`src/rtl/spi_ram_pkg.sv`:
```
// spi_ram_pkg: opcode encoding, arm-state encoding and width helper for spi_ram_ctrl
package spi_ram_pkg;

    typedef enum logic [1:0] {
        OP_WR_ADDR = 2'b00,
        OP_WR_DATA = 2'b01,
        OP_RD_ADDR = 2'b10,
        OP_RD_DATA = 2'b11
    } opcode_e;

    localparam logic [0:0] ST_IDLE  = 1'b0;
    localparam logic [0:0] ST_ARMED = 1'b1;

    function automatic int max_w(input int a, input int b);
        return (a > b) ? a : b;
    endfunction

endpackage

```
`src/rtl/sp_ram.sv`:
```
// sp_ram: single-port synchronous RAM with a read-enabled registered output
module sp_ram #(
    parameter int ADDR_W    = 8,
    parameter int DATA_W    = 8,
    parameter int MEM_DEPTH = 256
) (
    input  logic              clk,
    input  logic              i_we,
    input  logic              i_re,
    input  logic [ADDR_W-1:0] i_addr,
    input  logic [DATA_W-1:0] i_wdata,
    output logic [DATA_W-1:0] o_rdata
);

    logic [DATA_W-1:0] r_mem [MEM_DEPTH];
    logic [DATA_W-1:0] r_rdata;

    // rdata only moves on a read so the last read word stays presented
    always_ff @(posedge clk) begin
        if (i_we) r_mem[i_addr] <= i_wdata;
        if (i_re) r_rdata <= r_mem[i_addr];
    end

    assign o_rdata = r_rdata;

endmodule

```
`src/rtl/spi_ram_ctrl.sv`:
```
// spi_ram_ctrl: frame-decoding RAM controller with independent write/read pointers behind an SPI slave
module spi_ram_ctrl
    import spi_ram_pkg::*;
#(
    parameter int ADDR_W    = 8,
    parameter int DATA_W    = 8,
    parameter int MEM_DEPTH = 256,
    parameter bit AUTO_INC  = 1'b1
) (
    input  logic                               clk,
    input  logic                               rst_n,
    input  logic                               i_rx_valid,
    input  logic [max_w(ADDR_W, DATA_W)+1:0]   i_din,
    output logic [DATA_W-1:0]                  o_dout,
    output logic                               o_tx_valid,
    output logic                               o_err,
    output logic                               o_wr_armed,
    output logic                               o_rd_armed
);

    localparam int PAY_W = max_w(ADDR_W, DATA_W);
    localparam logic [ADDR_W-1:0] LAST = ADDR_W'(MEM_DEPTH - 1);

    opcode_e           w_op;
    logic [ADDR_W-1:0] w_addr;
    logic [ADDR_W-1:0] w_ram_addr;
    logic [DATA_W-1:0] w_wdata;
    logic [DATA_W-1:0] w_rdata;
    logic              w_in_range;
    logic              w_wr_set;
    logic              w_rd_set;
    logic              w_wr_data;
    logic              w_rd_data;
    logic              w_we;
    logic              w_re;
    logic              w_bad;

    logic [0:0]        r_wr_st;
    logic [0:0]        r_rd_st;
    logic [ADDR_W-1:0] r_wr_ptr;
    logic [ADDR_W-1:0] r_rd_ptr;
    logic              r_err;
    logic              r_tx;
    logic              r_rd_seen;

    function automatic logic [ADDR_W-1:0] nxt(input logic [ADDR_W-1:0] p);
        return (p == LAST) ? '0 : p + ADDR_W'(1);
    endfunction

    assign w_op       = opcode_e'(i_din[PAY_W+1:PAY_W]);
    assign w_addr     = i_din[ADDR_W-1:0];
    assign w_wdata    = i_din[DATA_W-1:0];
    assign w_in_range = int'(w_addr) < MEM_DEPTH;

    assign w_wr_set  = i_rx_valid && w_op == OP_WR_ADDR && w_in_range;
    assign w_rd_set  = i_rx_valid && w_op == OP_RD_ADDR && w_in_range;
    assign w_wr_data = i_rx_valid && w_op == OP_WR_DATA;
    assign w_rd_data = i_rx_valid && w_op == OP_RD_DATA;
    assign w_we      = w_wr_data && r_wr_st == ST_ARMED;
    assign w_re      = w_rd_data && r_rd_st == ST_ARMED;

    // out-of-range address frames and data frames on an idle side are rejected
    assign w_bad = (i_rx_valid && (w_op == OP_WR_ADDR || w_op == OP_RD_ADDR) && !w_in_range)
                 || (w_wr_data && !w_we) || (w_rd_data && !w_re);

    assign w_ram_addr = w_wr_data ? r_wr_ptr : r_rd_ptr;

    always_ff @(posedge clk or negedge rst_n) begin
        if (!rst_n) begin
            r_wr_st   <= ST_IDLE;
            r_rd_st   <= ST_IDLE;
            r_wr_ptr  <= '0;
            r_rd_ptr  <= '0;
            r_err     <= 1'b0;
            r_tx      <= 1'b0;
            r_rd_seen <= 1'b0;
        end else begin
            r_err     <= w_bad;
            r_tx      <= w_re;
            r_rd_seen <= r_rd_seen | w_re;
            r_wr_ptr  <= w_wr_set ? w_addr : (w_we && AUTO_INC) ? nxt(r_wr_ptr) : r_wr_ptr;
            r_rd_ptr  <= w_rd_set ? w_addr : (w_re && AUTO_INC) ? nxt(r_rd_ptr) : r_rd_ptr;
            r_wr_st   <= w_wr_set ? ST_ARMED : (w_we && !AUTO_INC) ? ST_IDLE : r_wr_st;
            r_rd_st   <= w_rd_set ? ST_ARMED : (w_re && !AUTO_INC) ? ST_IDLE : r_rd_st;
        end
    end

    sp_ram #(
        .ADDR_W   (ADDR_W),
        .DATA_W   (DATA_W),
        .MEM_DEPTH(MEM_DEPTH)
    ) u_ram (
        .clk    (clk),
        .i_we   (w_we),
        .i_re   (w_re),
        .i_addr (w_ram_addr),
        .i_wdata(w_wdata),
        .o_rdata(w_rdata)
    );

    // the RAM output register has no reset, so dout reads 0 until the first read lands
    assign o_dout     = r_rd_seen ? w_rdata : '0;
    assign o_tx_valid = r_tx;
    assign o_err      = r_err;
    assign o_wr_armed = r_wr_st == ST_ARMED;
    assign o_rd_armed = r_rd_st == ST_ARMED;

endmodule
```
`config.mk`:
```
export PLATFORM = sky130hd
export DESIGN_NAME = spi_ram_ctrl
export DESIGN_NICKNAME = d
export VERILOG_FILES = /design/src/rtl/spi_ram_pkg.sv /design/src/rtl/sp_ram.sv /design/src/rtl/spi_ram_ctrl.sv
export SDC_FILE = /design/constraint.sdc
export NUM_CORES = 2
export LEC_CHECK = 0
export ABC_AREA = 1
export BUFFER_PORTS_ARGS = -buffer_cell sky130_fd_sc_hd__buf_4
export CAP_MARGIN = 10
export CORE_MARGIN = 2
export CORE_UTILIZATION = 60
export CTS_BUF_LIST = sky130_fd_sc_hd__clkbuf_4
export CTS_CLUSTER_SIZE = 20
export DETAILED_ROUTE_END_ITERATION = 6
export PLACE_DENSITY_LB_ADDON = 0.2
export REMOVE_ABC_BUFFERS = 1
export SLEW_MARGIN = 10
export SYNTH_ARGS = -nofsm -noshare
export SYNTH_HDL_FRONTEND = slang
export SYNTH_SLANG_ARGS = --single-unit
```
`constraint.sdc`:
```
create_clock -name clk -period 2.34 [get_ports clk]
set_input_delay 0.468 -clock clk [delete_from_list [all_inputs] [get_ports clk]]
set_output_delay 0.468 -clock clk [all_outputs]
set_load 0.005 [all_outputs]
```
### Yosys cells after proc, flatten, opt, wreduce, memory -nomap -nowiden

Memories as Yosys holds them, arrays and structs flattened. A register that Yosys moved wholly into a read port is not among the register bits.
Index checks and enable logic that the tools add are counted.

* input port bits: 13
* output and inout bits: 12
* bits in registers: 21
* bits in writable memories: 2048
* word-level logic and storage cells: 40
* memories: 1

* multiplexer cells: 10
* reductions and logical operators: 14
* add/subtract/negate cells: 2
* bitwise gates (word level): 1
* equal/unequal tests: 5

Memories
* u_ram.r_mem: words 256, width 8, read ports 1, clocked after Yosys merged registers in 1, write ports 1, line sp_ram.sv:15 `logic [DATA_W-1:0] r_mem [MEM_DEPTH];`

Operators by type and width (number)
* $mux 8: 8
* $add 8x1->8 const B: 2
* $eq 8x8->1 const B: 2
* $logic_and 1x1->1: 8
* $eq 2x2->1 const B: 2
* $reduce_bool 2->1: 2
* $eq 2x1->1 const B: 1
* $logic_not 1->1: 2
* $logic_not 2->1: 1
* $mux 1: 2
* $logic_or 1x1->1: 1
* $or 1x1->1: 1

### Depth between registers and ports, before layout

* depth in word-level cells: 6
* gate-level depth with buffers: 20
* gate-level depth less buffers: 16

### Modules after synthesis

From an unflattened synthesis, not the netlist that was laid out.

* cell total of the unflattened synthesis: 8226
* area total of the unflattened synthesis: 86289.0 sq um

By module, submodules not included
* sp_ram: area each 84936.5 sq um, seq. area each 61739.2 sq um, cells each 8021, instances 1
* spi_ram_ctrl: area each 1352.5 sq um, seq. area each 525.5 sq um, cells each 205, instances 1

### Worst setup path after synthesis

No wires, ideal clock.

* kind: input port to flip-flop
* from: in i_din[8]
* to: mem u_ram.r_mem[101][0], enable pin
* arrival: 2.473 ns
* setup slack: -0.503 ns
* buffers on the path: 6
* setup time: 0.370 ns
* data required time: 1.970 ns
* cell stages on the path: 12
* cell sequence: buf_2 -> nand3_4 -> buf_4 -> nand2_1 -> o21ai_2 -> buf_6 -> buf_4 -> buf_2 -> nor3_2 -> nand2_1 -> buf_2 -> nor2_1

* word-level cells in the longest chain between the ends: 5

Ends and longest elaborated chain
* start: declaration: line spi_ram_ctrl.sv:13 `input logic [max_w(ADDR_W, DATA_W)+1:0] i_din,`
* $eq 2x1->1 *: line spi_ram_ctrl.sv:57 `assign w_wr_data = i_rx_valid && w_op == OP_WR_DATA;`
* $logic_and 1x1->1 *: line spi_ram_ctrl.sv:57
* $logic_and 1x1->1: line spi_ram_ctrl.sv:59 `assign w_we = w_wr_data && r_wr_st == ST_ARMED;`
* $mux 1: line sp_ram.sv:20 `if (i_we) r_mem[i_addr] <= i_wdata;`
* $mux 1 (implied by the code): line sp_ram.sv:20
* end: declaration: line sp_ram.sv:15

Mark *: on every way between the ends. The rest lies on a longest branch, timed or not.

### Worst setup path in the final report

* from: reg r_wr_ptr[0]
* to: reg u_ram.r_rdata[5], in the netlist u_ram.o_rdata[5] (read register of u_ram.r_mem), data pin

* word-level cells in the longest chain between the ends: 1

Ends and longest elaborated chain
* start: declaration: line spi_ram_ctrl.sv:40 `logic [ADDR_W-1:0] r_wr_ptr;`
* start signal: assignment: line spi_ram_ctrl.sv:81 `r_wr_ptr <= w_wr_set ? w_addr : (w_we && AUTO_INC) ? nxt(r_wr_ptr) : r_wr_ptr;`
* $mux 8: line spi_ram_ctrl.sv:66 `assign w_ram_addr = w_wr_data ? r_wr_ptr : r_rd_ptr;`
* end: declaration: line sp_ram.sv:16 `logic [DATA_W-1:0] r_rdata;`

No other way between the ends.
A chain may end at the register's enable or synchronous reset.

==> key figures <==
Setup path
  – Crit-path most repeated cell: nand2_1
  – Crit path max-delay cell type: dfrtp_1
  – Kind of launch point of the worst setup path: flip-flop
  – Critical path launch point: r_wr_ptr[0]
  – Endpoint kind of the worst setup timing path: flip-flop
  – Start of the worst register-to-register path: r_wr_ptr[0]
  – Crit Path Class: reg2reg
  – Slowest Stage Delay on Critical Path: 0.36 ns
  – Required time of the worst setup path: between 3 and 4 ns
  – CP arrival: 3.95 ns
  – Critical path peak fanout: 32
  – Cells traversed along the worst timing path: inv_1, nand2_2, nand2_8, buf_16, buf_12, buf_6, buf_4, nand2_1, nand2_1, nand2_1, nand2_1, nand2_1, nand2_1, o21ai_2, nand2_2, nor2_4, nor2_4, nor2_4, nand2_1

Timing
  – Slew HR: 30.10%
  – Final total negative setup slack: -477.56 ns
  – Min Hold Slack: roughly 0.11 ns
  – Count of endpoints failing hold in the final timing report: 0
  – Max Slew Vio Count: 0
  – Worst-margin pin slew: ~1.0 ns
  – Fraction of the cycle the final worst path needs: 122.1%
  – RSZ-0062 raised after global routing: yes
  – Setup Viol. Count Final: ~2,100
  – Crit path setup slack, layout: -0.5165 ns
  – Largest clock skew in the final design: 0.09072 ns
  – Tmin final: 2.857 ns
  – Achievable frequency: around 350 MHz

Power
  – Standby leakage power: roughly 44 nW
  – IR drop worst, VDD: roughly 0.53 mV
  – Power density over the cells: 929.6 nW/um^2

Yosys
  – Area share of the leading cell type in the synthesized netlist: a little over two thirds
  – Post-Syn Area per Cell: roughly 10 sq um
  – Count of flip-flops with a built-in enable after synthesis: approximately 2,100
  – Simple-Gate Fraction of Synth Area: 25.13%
  – Async SR Flop Fraction: a little over 1%
  – Flop and latch count out of synthesis: approximately 2,100
  – Dominant combinational cell family by area after synthesis: simple AND/OR/NAND/NOR gates
  – Multiplexer share of the synthesized area: 0%
  – Most common cell in the synthesized netlist: nand2_1
  – Warning count from the yosys run: 0
  – Most used standard cells in the synthesized netlist: nand2_1, edfxtp_1, nand3_1
  – Count of distinct cell types in the synthesized netlist: 36
  – Post-Synth XOR/XNOR Area: less than 1%
  – Most frequently used flop master after synthesis: edfxtp_1
  – Cell area after synthesis: slightly below 90,000 sq um
  – Count of mapped cells out of synthesis: between 8,000 and 9,000
  – Cell accounting for the most synthesized area: edfxtp_1
  – Post-synthesis adder-cell area fraction: less than 1%
  – Fraction of the mapped netlist area in compound gates: under 10%
  – Share of the yosys chip area belonging to registers: a little under three quarters
  – Leading cell types by total area after synthesis: edfxtp_1, nand2_1, nand3_1

Hold path
  – Worst hold path startpoint: i_din[4]
  – Tightest Hold Check Type: in2reg

Detailed routing
  – Via count: 66,530
  – Iter 0 DRT Violations: 9,311
  – Router iterations before antenna repair: 7
  – Avg Vias per Cell: around 5.7
  – Antenna Violating Nets Remaining: 0
  – Post-detailed-route DRC marker count: 10
  – Final wirelength: between 200,000 and 300,000 microns
  – Routed wire length per instance: 21.94 microns

Clocking
  – Clock tree from TritonCTS: built
  – Clock root buffer master: clkbuf_4
  – Clk pin slew, worst setup/hold paths: 0.07 ns
  – TritonCTS Buffers: 545
  – Largest buffer count on any clock path: 4
  – Number of sinks on the clock net: between 2,000 and 2,500
  – Insertion delay to the later sink of the worst-skew pair: 1.35 ns
  – H-tree levels: 6

Floorplanning
  – # rows: 140
  – Initial core utilization: between 60% and 70%
  – Overall die area: 148,800 sq um
  – Std-Cell Core Area: 145,200 sq um
  – Die Y: ~390 microns
  – Number of top-level pins: 25
  – X dimension of the die: just under 400 microns

Layout
  – Layout filler cell count: 9,560
  – Share of final-layout standard cells stronger than drive strength 1: 20.58%
  – Final-stage net count: roughly 9,400
  – Storage cell area: 62,260 sq um
  – Final Cell Area: 106,000 sq um
  – Signed area change from the synthesized netlist to the final layout: 21.23%
  – Area of the multi-input gates: roughly 25,000 sq um

GRT
  – Pin count of the biggest net entering global routing: 75
  – Overall Global Routing Usage: approximately a third
  – Total global routing overflow: 0
  – Initial antenna violation count: 8
  – Via count of the first global-routing pass: 64,640
  – Wire length of the first global-routing pass: roughly 380,000 microns

Placement
  – HPWL Detailed: around 150,000 microns
  – Post-Place Cell Area: between 90,000 and 100,000 sq um
  – Count of input and output buffers: 24
  – Global placement routability congestion: between 0.9 and 1
  – Pre-CTS worst setup slack: -1.357 ns

Status
  – Result of the run: complete, but fails checks
  – Violated checks: DRC, setup timing

Run
  – Max-Cap Viols: 0
## registers in the layout, summed over array words and instances (netlist names)
register / flops
r_rd_ptr: 8
r_rd_seen: 1
r_wr_ptr: 8
u_ram.r_mem: 2048
o_wr_armed: 1
o_tx_valid: 1
u_ram.o_rdata: 8
o_rd_armed: 1
o_err: 1
## stage by stage
stage / power (mW) / util (%) / std cells
2_1_floorplan: 52.57 / - / 7953
3_3_place_gp: 65.45 / 65.84 / 10670
3_5_place_dp: 65.77 / 65.84 / 10670
4_1_cts: 96.90 / 71.87 / 11600
5_1_grt: 102.7 / 72.98 / 11640
6_report: 98.52 / 72.98 / 11640
## critical path: cells and delay by family, from the launching register on
family                 cells  cell delay [ns]
AO/OA/AOI/OAI              1             0.14
buffers and inverters      5             0.80
flip-flops                 1             0.36
AND/OR/NAND/NOR           13             1.23
## final timing paths
| path | to | slack (ns) | cells after the start |
|---|---|---|---|
| min in group asynchronous | o_wr_armed | 0.39 | 3 |
| worst min-delay path | u_ram.r_mem[50][4] | 0.11 | 2 |
| worst max-delay path | u_ram.o_rdata[5] | -0.52 | 19 |
| max in group asynchronous | r_wr_ptr[5] | 1.29 | 3 |
| worst min register to register | o_rd_armed | 0.56 | 2 |
| worst max register to register | u_ram.o_rdata[5] | -0.52 | 19 |
## cell families (layout without fill, tap and decap cells)
group | Yosys count | in the layout
AND/OR/NAND/NOR | 5659 | 5659
flip-flops | 2077 | 2077
buffers and inverters | 514 | 1811
AO/OA/AOI/OAI | 166 | 166
adder cells (fa/ha/maj) | 2 | 2
XOR/XNOR | 1 | 1
other | 0 | 6
## where the power goes
group | switching [mW] | internal [mW]
logic | 18.0 | 9.62
registers | 0.132 | 41.1
clock network | 14.1 | 15.6
## cell usage in the layout, fill, tap and decap left out, drive strengths merged, types with 7 or more instances in the layout
| master | count |
|---|---|
| nand2 | 4776 |
| edfxtp | 2056 |
| buf | 860 |
| clkbuf | 787 |
| nand3 | 502 |
| nor2 | 364 |
| o21ai | 149 |
| clkinv | 71 |
| inv | 61 |
| dfrtp | 21 |
| dlygate4sd3 | 18 |
| bufbuf | 9 |
| nor3 | 8 |
| o221ai | 7 |
## final cells by class
| cell class | instances | share of cell area (%) |
|---|---|---|
| multi-input cells | 5828 | 23.16 |
| inverters | 48 | 0.1854 |
| diodes | 6 | 0.01417 |
| repair inverters | 1 | 0.01889 |
| flip-flops and latches | 2077 | 58.75 |
| clock inverters | 88 | 0.4451 |
| well taps | 1917 | 2.263 |
| clock buffers | 774 | 5.483 |
| repair buffers | 900 | 9.683 |
## metal layers
metal | vias up | global-route usage [%] | routed length, microns
met5 | - | 0 | 12
met4 | 2 | 15.57 | 11530
met3 | 698 | 7.547 | 29330
met2 | 4080 | 52.81 | 119000
met1 | 31560 | 45.57 | 95510
li1 | 30190 | - | -
## what timing repair did
item / in CTS / in global routing
setup endpoints to repair: 2045 / 1968
pin swaps: 59 / 84
buffers inserted: 38 / 17
hold buffers: 18 / 0
gates cloned: 20 / 13
endpoints found under the hold margin: 2097 / 0
resized for setup: 340 / 312
Note: power is estimated with default switching activity, not from simulation.
